`config.mk`:
```
export PLATFORM = sky130hd
export DESIGN_NAME = mult_dispatch
export DESIGN_NICKNAME = d
export VERILOG_FILES = /design/src/rtl/mult_pkg.sv /design/src/rtl/op_fifo.sv /design/src/rtl/mult_dispatch.sv
export SDC_FILE = /design/constraint.sdc
export NUM_CORES = 1
export LEC_CHECK = 0
export ABC_AREA = 1
export CORE_MARGIN = 1.5
export CORE_UTILIZATION = 50
export CTS_CLUSTER_DIAMETER = 30
export DETAILED_ROUTE_END_ITERATION = 10
export GPL_TIMING_DRIVEN = 1
export PLACE_DENSITY = 0.85
export SETUP_SLACK_MARGIN = 0.4
export SKIP_LAST_GASP = 1
export SYNTH_ARGS = -nofsm -noshare
export SYNTH_HDL_FRONTEND = slang
export SYNTH_SLANG_ARGS = --single-unit
```
`constraint.sdc`:
```
create_clock -name clk -period 5.1 [get_ports clk]
set_input_delay 0.765 -clock clk [delete_from_list [all_inputs] [get_ports clk]]
set_output_delay 0.765 -clock clk [all_outputs]
set_load 0.02 [all_outputs]
```
`src/rtl/mult_pkg.sv`:
```
// mult_pkg: shared widths, operand-pair type, FSM state encoding and retry limit for mult_dispatch
//   OPW       operand width
//   PW        product width
//   ACCW      accumulator width (used only when MULT_DISPATCH_ACC_EN is defined)
//   RETRY_LIM idle cycles in WAIT_HI before mul_start is pulsed again
package mult_pkg;
    localparam int OPW = 8;
    localparam int PW = 16;
    localparam int ACCW = 24;
    localparam int RETRY_LIM = 2;
    localparam logic [1:0] S_IDLE = 2'd0;
    localparam logic [1:0] S_ISSUE = 2'd1;
    localparam logic [1:0] S_WAIT_HI = 2'd2;
    localparam logic [1:0] S_WAIT_LO = 2'd3;
    typedef struct packed {
        logic [OPW-1:0] a;
        logic [OPW-1:0] b;
    } op_t;
endpackage

```
`src/rtl/op_fifo.sv`:
```
// op_fifo: circular operand FIFO with occupancy count; push is ignored when full, pop when empty
//   clk, rst   clock, asynchronous active-low reset
//   push, din  write request and data
//   pop, dout  read request and head-of-queue data
//   ready      high while cnt < DEPTH
//   cnt        current occupancy (AW+1 bits)
module op_fifo #(
    parameter int DEPTH = 4,
    parameter int AW = 2,
    parameter int W = 16
) (
    input  logic         clk,
    input  logic         rst,
    input  logic         push,
    input  logic [W-1:0] din,
    input  logic         pop,
    output logic [W-1:0] dout,
    output logic         ready,
    output logic [AW:0]  cnt
);
    logic [W-1:0] mem [DEPTH];
    logic [AW-1:0] wr_ptr, rd_ptr;
    logic do_push, do_pop;
    assign ready = cnt != (AW+1)'(DEPTH);
    assign do_push = push && ready;
    assign do_pop = pop && cnt != '0;
    assign dout = mem[rd_ptr];
    // DEPTH is a power of two, so the pointers wrap by plain overflow
    always_ff @(posedge clk or negedge rst) begin
        if (!rst) begin
            wr_ptr <= '0;
            rd_ptr <= '0;
            cnt <= '0;
        end else begin
            wr_ptr <= wr_ptr + AW'(do_push);
            rd_ptr <= rd_ptr + AW'(do_pop);
            cnt <= cnt + (AW+1)'(do_push) - (AW+1)'(do_pop);
        end
    end
    always_ff @(posedge clk) begin
        if (do_push) mem[wr_ptr] <= din;
    end
endmodule

```
`src/rtl/mult_dispatch.sv`:
```
// mult_dispatch: buffers operand pairs, issues them to the sequential multiplier and holds each product on a valid/ready port
//   clk, rst                     clock, asynchronous active-low reset
//   in_valid, in_ready, in_a/b   operand-pair input handshake
//   mul_start, mul_a/b           start pulse and held operands to mult
//   mul_busy, mul_y              mult status and product
//   out_valid, out_ready, out_y  product output handshake
//   fifo_cnt                     operand FIFO occupancy
//   acc_clr, acc                 running product sum, present only with MULT_DISPATCH_ACC_EN defined
module mult_dispatch
    import mult_pkg::*;
#(
    parameter int DEPTH = 4,
    parameter int AW = 2
) (
    input  logic            clk,
    input  logic            rst,
    input  logic            in_valid,
    output logic            in_ready,
    input  logic [OPW-1:0]  in_a,
    input  logic [OPW-1:0]  in_b,
    output logic            mul_start,
    output logic [OPW-1:0]  mul_a,
    output logic [OPW-1:0]  mul_b,
    input  logic            mul_busy,
    input  logic [PW-1:0]   mul_y,
    output logic            out_valid,
    input  logic            out_ready,
    output logic [PW-1:0]   out_y,
    output logic [AW:0]     fifo_cnt
`ifdef MULT_DISPATCH_ACC_EN
    ,
    input  logic            acc_clr,
    output logic [ACCW-1:0] acc
`endif
);
    logic [1:0] state;
    logic [1:0] wait_cnt;
    logic retried;
    logic go;
    logic capture;
    op_t head;
    // a new pair may issue in the same cycle the held product is taken
    assign go = state == S_IDLE && fifo_cnt != '0 && (!out_valid || out_ready);
    // completion is defined solely by busy falling
    assign capture = state == S_WAIT_LO && !mul_busy;
    op_fifo #(.DEPTH(DEPTH), .AW(AW), .W($bits(op_t))) u_fifo (
        .clk(clk),
        .rst(rst),
        .push(in_valid),
        .din({in_a, in_b}),
        .pop(go),
        .dout(head),
        .ready(in_ready),
        .cnt(fifo_cnt)
    );
    always_ff @(posedge clk or negedge rst) begin
        if (!rst) begin
            state <= S_IDLE;
            mul_start <= 1'b0;
            mul_a <= '0;
            mul_b <= '0;
            out_valid <= 1'b0;
            out_y <= '0;
            wait_cnt <= '0;
            retried <= 1'b0;
        end else begin
            mul_start <= 1'b0;
            if (out_valid && out_ready) out_valid <= 1'b0;
            case (state)
                S_IDLE: begin
                    // operands are registered here so they are valid for the whole ISSUE cycle
                    if (go) begin
                        mul_a <= head.a;
                        mul_b <= head.b;
                        mul_start <= 1'b1;
                        state <= S_ISSUE;
                    end
                end
                S_ISSUE: begin
                    wait_cnt <= '0;
                    retried <= 1'b0;
                    state <= S_WAIT_HI;
                end
                S_WAIT_HI: begin
                    // a start that mult never acknowledged gets exactly one more pulse
                    if (mul_busy) state <= S_WAIT_LO;
                    else if (wait_cnt == 2'(RETRY_LIM - 1)) begin
                        if (!retried) begin
                            mul_start <= 1'b1;
                            retried <= 1'b1;
                            wait_cnt <= '0;
                        end
                    end else wait_cnt <= wait_cnt + 2'd1;
                end
                default: begin
                    if (capture) begin
                        out_y <= mul_y;
                        out_valid <= 1'b1;
                        state <= S_IDLE;
                    end
                end
            endcase
        end
    end
`ifdef MULT_DISPATCH_ACC_EN
    // a clear coinciding with a capture restarts the sum from that product
    always_ff @(posedge clk or negedge rst) begin
        if (!rst) acc <= '0;
        else if (capture) acc <= (acc_clr ? '0 : acc) + ACCW'(mul_y);
        else if (acc_clr) acc <= '0;
    end
`endif
endmodule

```
* Yosys cells after proc, flatten, opt, wreduce, memory -nomap -nowiden
Memory sizes are Yosys's and may differ from the RTL's. A register that Yosys moved wholly into a read port is not among the register bits.
Index checks and enable logic that the tools add are counted.
Widths: inputs -> output; s select.
** Word-level totals
- Register bits :: 30
- RAM bits :: 64
- Bits of input ports :: 37
- Output and inout port bits :: 38
- Logic and storage cells :: 67
- Memories :: 1
** Memory list
- u_fifo.mem :: depth 4, bits a word 16, read ports 1, clocked after memory_dff 1, wr ports 1, RTL line op_fifo.sv:21 : logic [W-1:0] mem [DEPTH];
** Operators by class
- $add $sub $neg :: 5
- Eq/ne operators :: 10
- Muxes and demuxes :: 21
- Bitwise logic cells :: 1
- Reduce and logical (&&, ||, !) cells :: 20
** Operators with widths (number)
- $mux 2 :: 6
- $mux 1 :: 11
- $reduce_and 3->1 :: 3
- $logic_and 1x1->1 :: 6
- $ne 2x2->1 const B :: 3
- $ne 3x3->1 const B :: 2
- $pmux 2 s3 :: 1
- $add 2x1->2 :: 2
- $eq 2x1->1 const B :: 2
- $eq 2x2->1 const B :: 2
- $pmux 1 s2 :: 2
- $pmux 2 s2 :: 1
- $reduce_and 2->1 :: 2
- $reduce_bool 4->1 :: 1
- $add 3x1->3 :: 1
- $logic_not 1->1 :: 3
- $reduce_bool 3->1 :: 1
- $reduce_or 3->1 :: 1
- $sub 3x1->3 :: 1
- $add 2x1->2 const B :: 1
- $logic_not 2->1 :: 1
- $ne 2x1->1 const B :: 1
- $reduce_bool 2->1 :: 1
- $logic_or 1x1->1 :: 1
- $not 1->1 :: 1

* Longest topological paths before layout
- Word-level depth :: 5
- Depth in mapped cells :: 11

* Cells and area by module
A second synthesis with hierarchy kept.
** Unflattened totals
- Cell total of the unflattened synthesis :: 363
- Area total of the unflattened synthesis :: 4460.5 um^2
** Modules (own cells, without submodules)
- op_fifo :: times used 1, cells an instance 212, area an instance 2805.2 um^2, seq. area each 2097.0 um^2
- mult_dispatch :: times used 1, cells an instance 151, area an instance 1655.3 um^2, seq. area each 975.9 um^2

* Worst setup path after synthesis
No wires, ideal clock.
- Path type :: register -> register
- Start :: reg u_fifo.cnt[1]
- End :: mem u_fifo.mem[0][0] (enable)
- Library setup time :: 409 ps
- Data arrival time :: 2133 ps
- Path slack :: 2558 ps
- Stages on the path, launching flop included :: 5
- Buffers on the path :: 0
- Clock period less this slack :: 2542 ps
- Cells stage by stage :: dfrtp_1 -> inv_1 -> nand3_1 -> nand2_1 -> nor3_1
** On the way
- Longest elaborated chain between the ends :: 4
** Ends and longest elaborated chain
- start, declared :: RTL line op_fifo.sv:19 : output logic [AW:0] cnt
- start signal, assigned :: RTL line op_fifo.sv:37 : cnt <= cnt + (AW+1)'(do_push) - (AW+1)'(do_pop);
- $ne 3x3->1 :: RTL line op_fifo.sv:24 : assign ready = cnt != (AW+1)'(DEPTH);
- via in_ready :: RTL line mult_dispatch.sv:18 : output logic in_ready,
- $logic_and 1x1->1 :: RTL line op_fifo.sv:25 : assign do_push = push && ready;
- $mux 1 :: RTL line op_fifo.sv:41 : if (do_push) mem[wr_ptr] <= din;
- $mux 1 (not written as such) :: RTL line op_fifo.sv:41
- end, declared :: RTL line op_fifo.sv:21
The timed path passes the listed nets, and every way through them passes these cells.

* Worst setup path after layout
- Start :: in out_ready
- End :: reg u_fifo.cnt[2]
** On the way
- Longest elaborated chain between the ends :: 4
** Ends and longest elaborated chain
- start, declared :: RTL line mult_dispatch.sv:27 : input logic out_ready,
- $logic_or 1x1->1 :: RTL line mult_dispatch.sv:43 : assign go = state == S_IDLE && fifo_cnt != '0 && (!out_valid || out_ready);
- $logic_and 1x1->1 :: RTL line mult_dispatch.sv:43
- $logic_and 1x1->1 :: RTL line op_fifo.sv:26 : assign do_pop = pop && cnt != '0;
- $sub 3x1->3 :: RTL line op_fifo.sv:37
Every way passes these cells.
A chain may end at the register's enable or synchronous reset.

==> metrics.cfg <==
[drt]
first_pass_iters=4
routed_wl_um=8240
drt_iter0_drc=129
vias_per_cell=5.23
drc=0
num_vias=2821
ant_nets=0
wl_per_cell_um=15.3

[final_layout]
drive_gt1_share_pct=11.1
areaGrowthSynthToFinish_pct=23.4
mostFrequentLayoutCells=clkdlybuf4s50_1 (73), edfxtp_1 (64), nand2_1 (63)
seqCellArea_mm2=0.00307
insertedDiodeCount=0
fillers=649
multiInputGateArea_mm2=0.00118
mostFrequentLayoutCell=clkdlybuf4s50_1
fin_nets=471

[setup_path]
path_max_fanout=20
start_kind=primary input
crit_type=primary input to flop
worstSetupEndpointType=flop
crit_path_cell_trace=clkdlybuf4s50_1, inv_1, a21oi_4, nand2_2, clkinv_2, nand2_1, o21ai_0, ha_1, fa_1, xor2_1
slowest_delay_ps=400
cp_slowest_cell=clkdlybuf4s50_1
cp_data_arrival_time_ps=3010
required_ps=5370

[sta]
clock_skew_ps=14.3
fin_crit_ps=2750
max_freq_mhz=364
period_share_pct=53.9
setup_viol=0
slew_headroom_pct=26.0
whs_ps=503
hold_viol_final=0
final_max_slew_viol_count=0
worst_pin_slew_ps=1110
rsz0062_at_grt=no
finalSetupTns_ps=0

[clock_tree]
cts_buffers=9
clk-insertion-delay-late_ps=380
ctsResizeCount=0
clock-sinks=110
tritoncts=yes
clk_pin_slew_ps=110
htree_levels=3
ctsHoldBuffers=0
clockBufferDepth=2
cts_setup_buffers=0
clock_tree.root_cell=clkbuf_8

[power]
leakage_nw=2.22
power_density_mw_per_mm2=605
total_power_mw=3.29
peakVddDrop_uv=210

[synth]
synthDistinctLibCells=26
synth_area_leader_cell=edfxtp_1
synth_area_mm2=0.00441
syn_nets=396
yosysSeqAreaShare_pct=69.8
synth_cells=351
avgSynthCellArea_um2=12.6
ys_seq_elements=110
yosys-top-cells-area=edfxtp_1 (44%), dfrtp_1 (26%), nand2_1 (5.4%)
synth_top_area_share_pct=43.6
yosys_warnings=0

[global_routing]
gr-usage-all-layers_pct=18.4
grt_pass1_wl_um=13300
grt_start_max_net_pins=47
grt_use_met3_pct=5.42
antenna_found_initial=0
met1_usage_pct=22.7
grt_pass1_vias=2822
busiest_layer=met2
met2_usage_pct=29.6
grt_overflow_total=0

[floorplan]
dieHeight_um=96.9
rows=34
die_area_mm2=0.00938
start_util_pct=51.0
die_x_um=96.9
io_pins=75
design.core.area_mm2=0.00864

[placement]
numPortBuffers=74
dpl.hpwl_um=5210
gp_congestion=0.803

[outcome]
outcome=completed

[job]
maxCapViolations=0

[hold_path]
hp-class=flop to flop

final cells by class:
type | count | share of cell area [%]
Clock buffer | 10 | 2.35
Clock inverter | 6 | 1.68
Inverter | 16 | 1.13
Multi-Input combinational cell | 211 | 21.8
Sequential cell | 110 | 56.5
Tap cell | 108 | 2.49
Timing Repair Buffer | 78 | 14.1
worst max-delay path, delay by kind of cell:
| kind | cells | cell delay (ps) |
|---|---|---|
| AO/OA/AOI/OAI | 2 | 180 |
| XOR/XNOR | 1 | 170 |
| adder cells (fa/ha/maj) | 2 | 580 |
| buffers and inverters | 3 | 830 |
| AND/OR/NAND/NOR | 2 | 500 |
stage by stage:
step | cell area [um^2] | setup slack, ps | utilization, % | instances
final | 5440 | 2350 | 63.0 | 539
after global routing | 5440 | 2130 | 63.0 | 539
after floorplan | 4410 | 2560 | - | 351
after detailed placement | 5220 | 1950 | 60.4 | 523
after global placement | 5220 | 2010 | 60.4 | 523
after CTS | 5440 | 2340 | 63.0 | 539
registers in the layout (all words and copies together), names as in the netlist:
name           count
retried            1
u_fifo.rd_ptr      2
mul_start          1
state              2
out_valid          1
mul_b              8
u_fifo.wr_ptr      2
out_y             16
u_fifo.mem        64
mul_a              8
u_fifo.cnt         3
wait_cnt           2
routing by layer:
metal  share of wire [%]  routed length (um)
met5                   0                   0
met4                 2.3                 190
met3                 7.5                 618
met2                  49                4080
met1                  41                3360
cells in the mapped netlist (all sizes together):
master and number:
nand2 66, edfxtp 64, nor2 51, o21ai 51, dfrtp 46, mux2 16, inv 15, buf 13
ha 7, nand3 7, nor3 4, xor2 3, a21oi 2, xnor2 2, a22oi 1, clkbuf 1
clkinv 1, fa 1
cell families after synthesis:
kind of cell | Yosys count | share of synthesized area (%)
AOI/OAI and AO/OA | 54 | 6.45
xor gates and xnor gates | 5 | 0.994
adders and majority gates | 8 | 2.44
buffers and inverters | 30 | 3.83
DFF | 110 | 69.8
muxes | 16 | 4.86
and+or+nand+nor | 128 | 11.7
power by group:
part / switching (mW) / total (mW) / internal, mW
sequential: 0.212 / 1.44 / 1.23
combinational: 0.730 / 1.28 / 0.551
clock: 0.290 / 0.570 / 0.280
total: 1.23 / 3.29 / 2.06
path summary, 6_finish.rpt:
| check | slack, ps | cells past startpoint | startpoint | to |
|---|---|---|---|---|
| max | 2350 | 10 | out_ready | u_fifo.cnt[2] |
| min | 500 | 2 | mul_a[0] | mul_a[0] |
| max reg2reg | 2420 | 11 | state[0] | u_fifo.cnt[2] |
| min reg2reg | 500 | 2 | mul_a[0] | mul_a[0] |
| max in group asynchronous | 3940 | 1 | rst | mul_a[7] |
| min in group asynchronous | 540 | 1 | rst | out_y[2] |
Power figures use the tool's default switching activity.
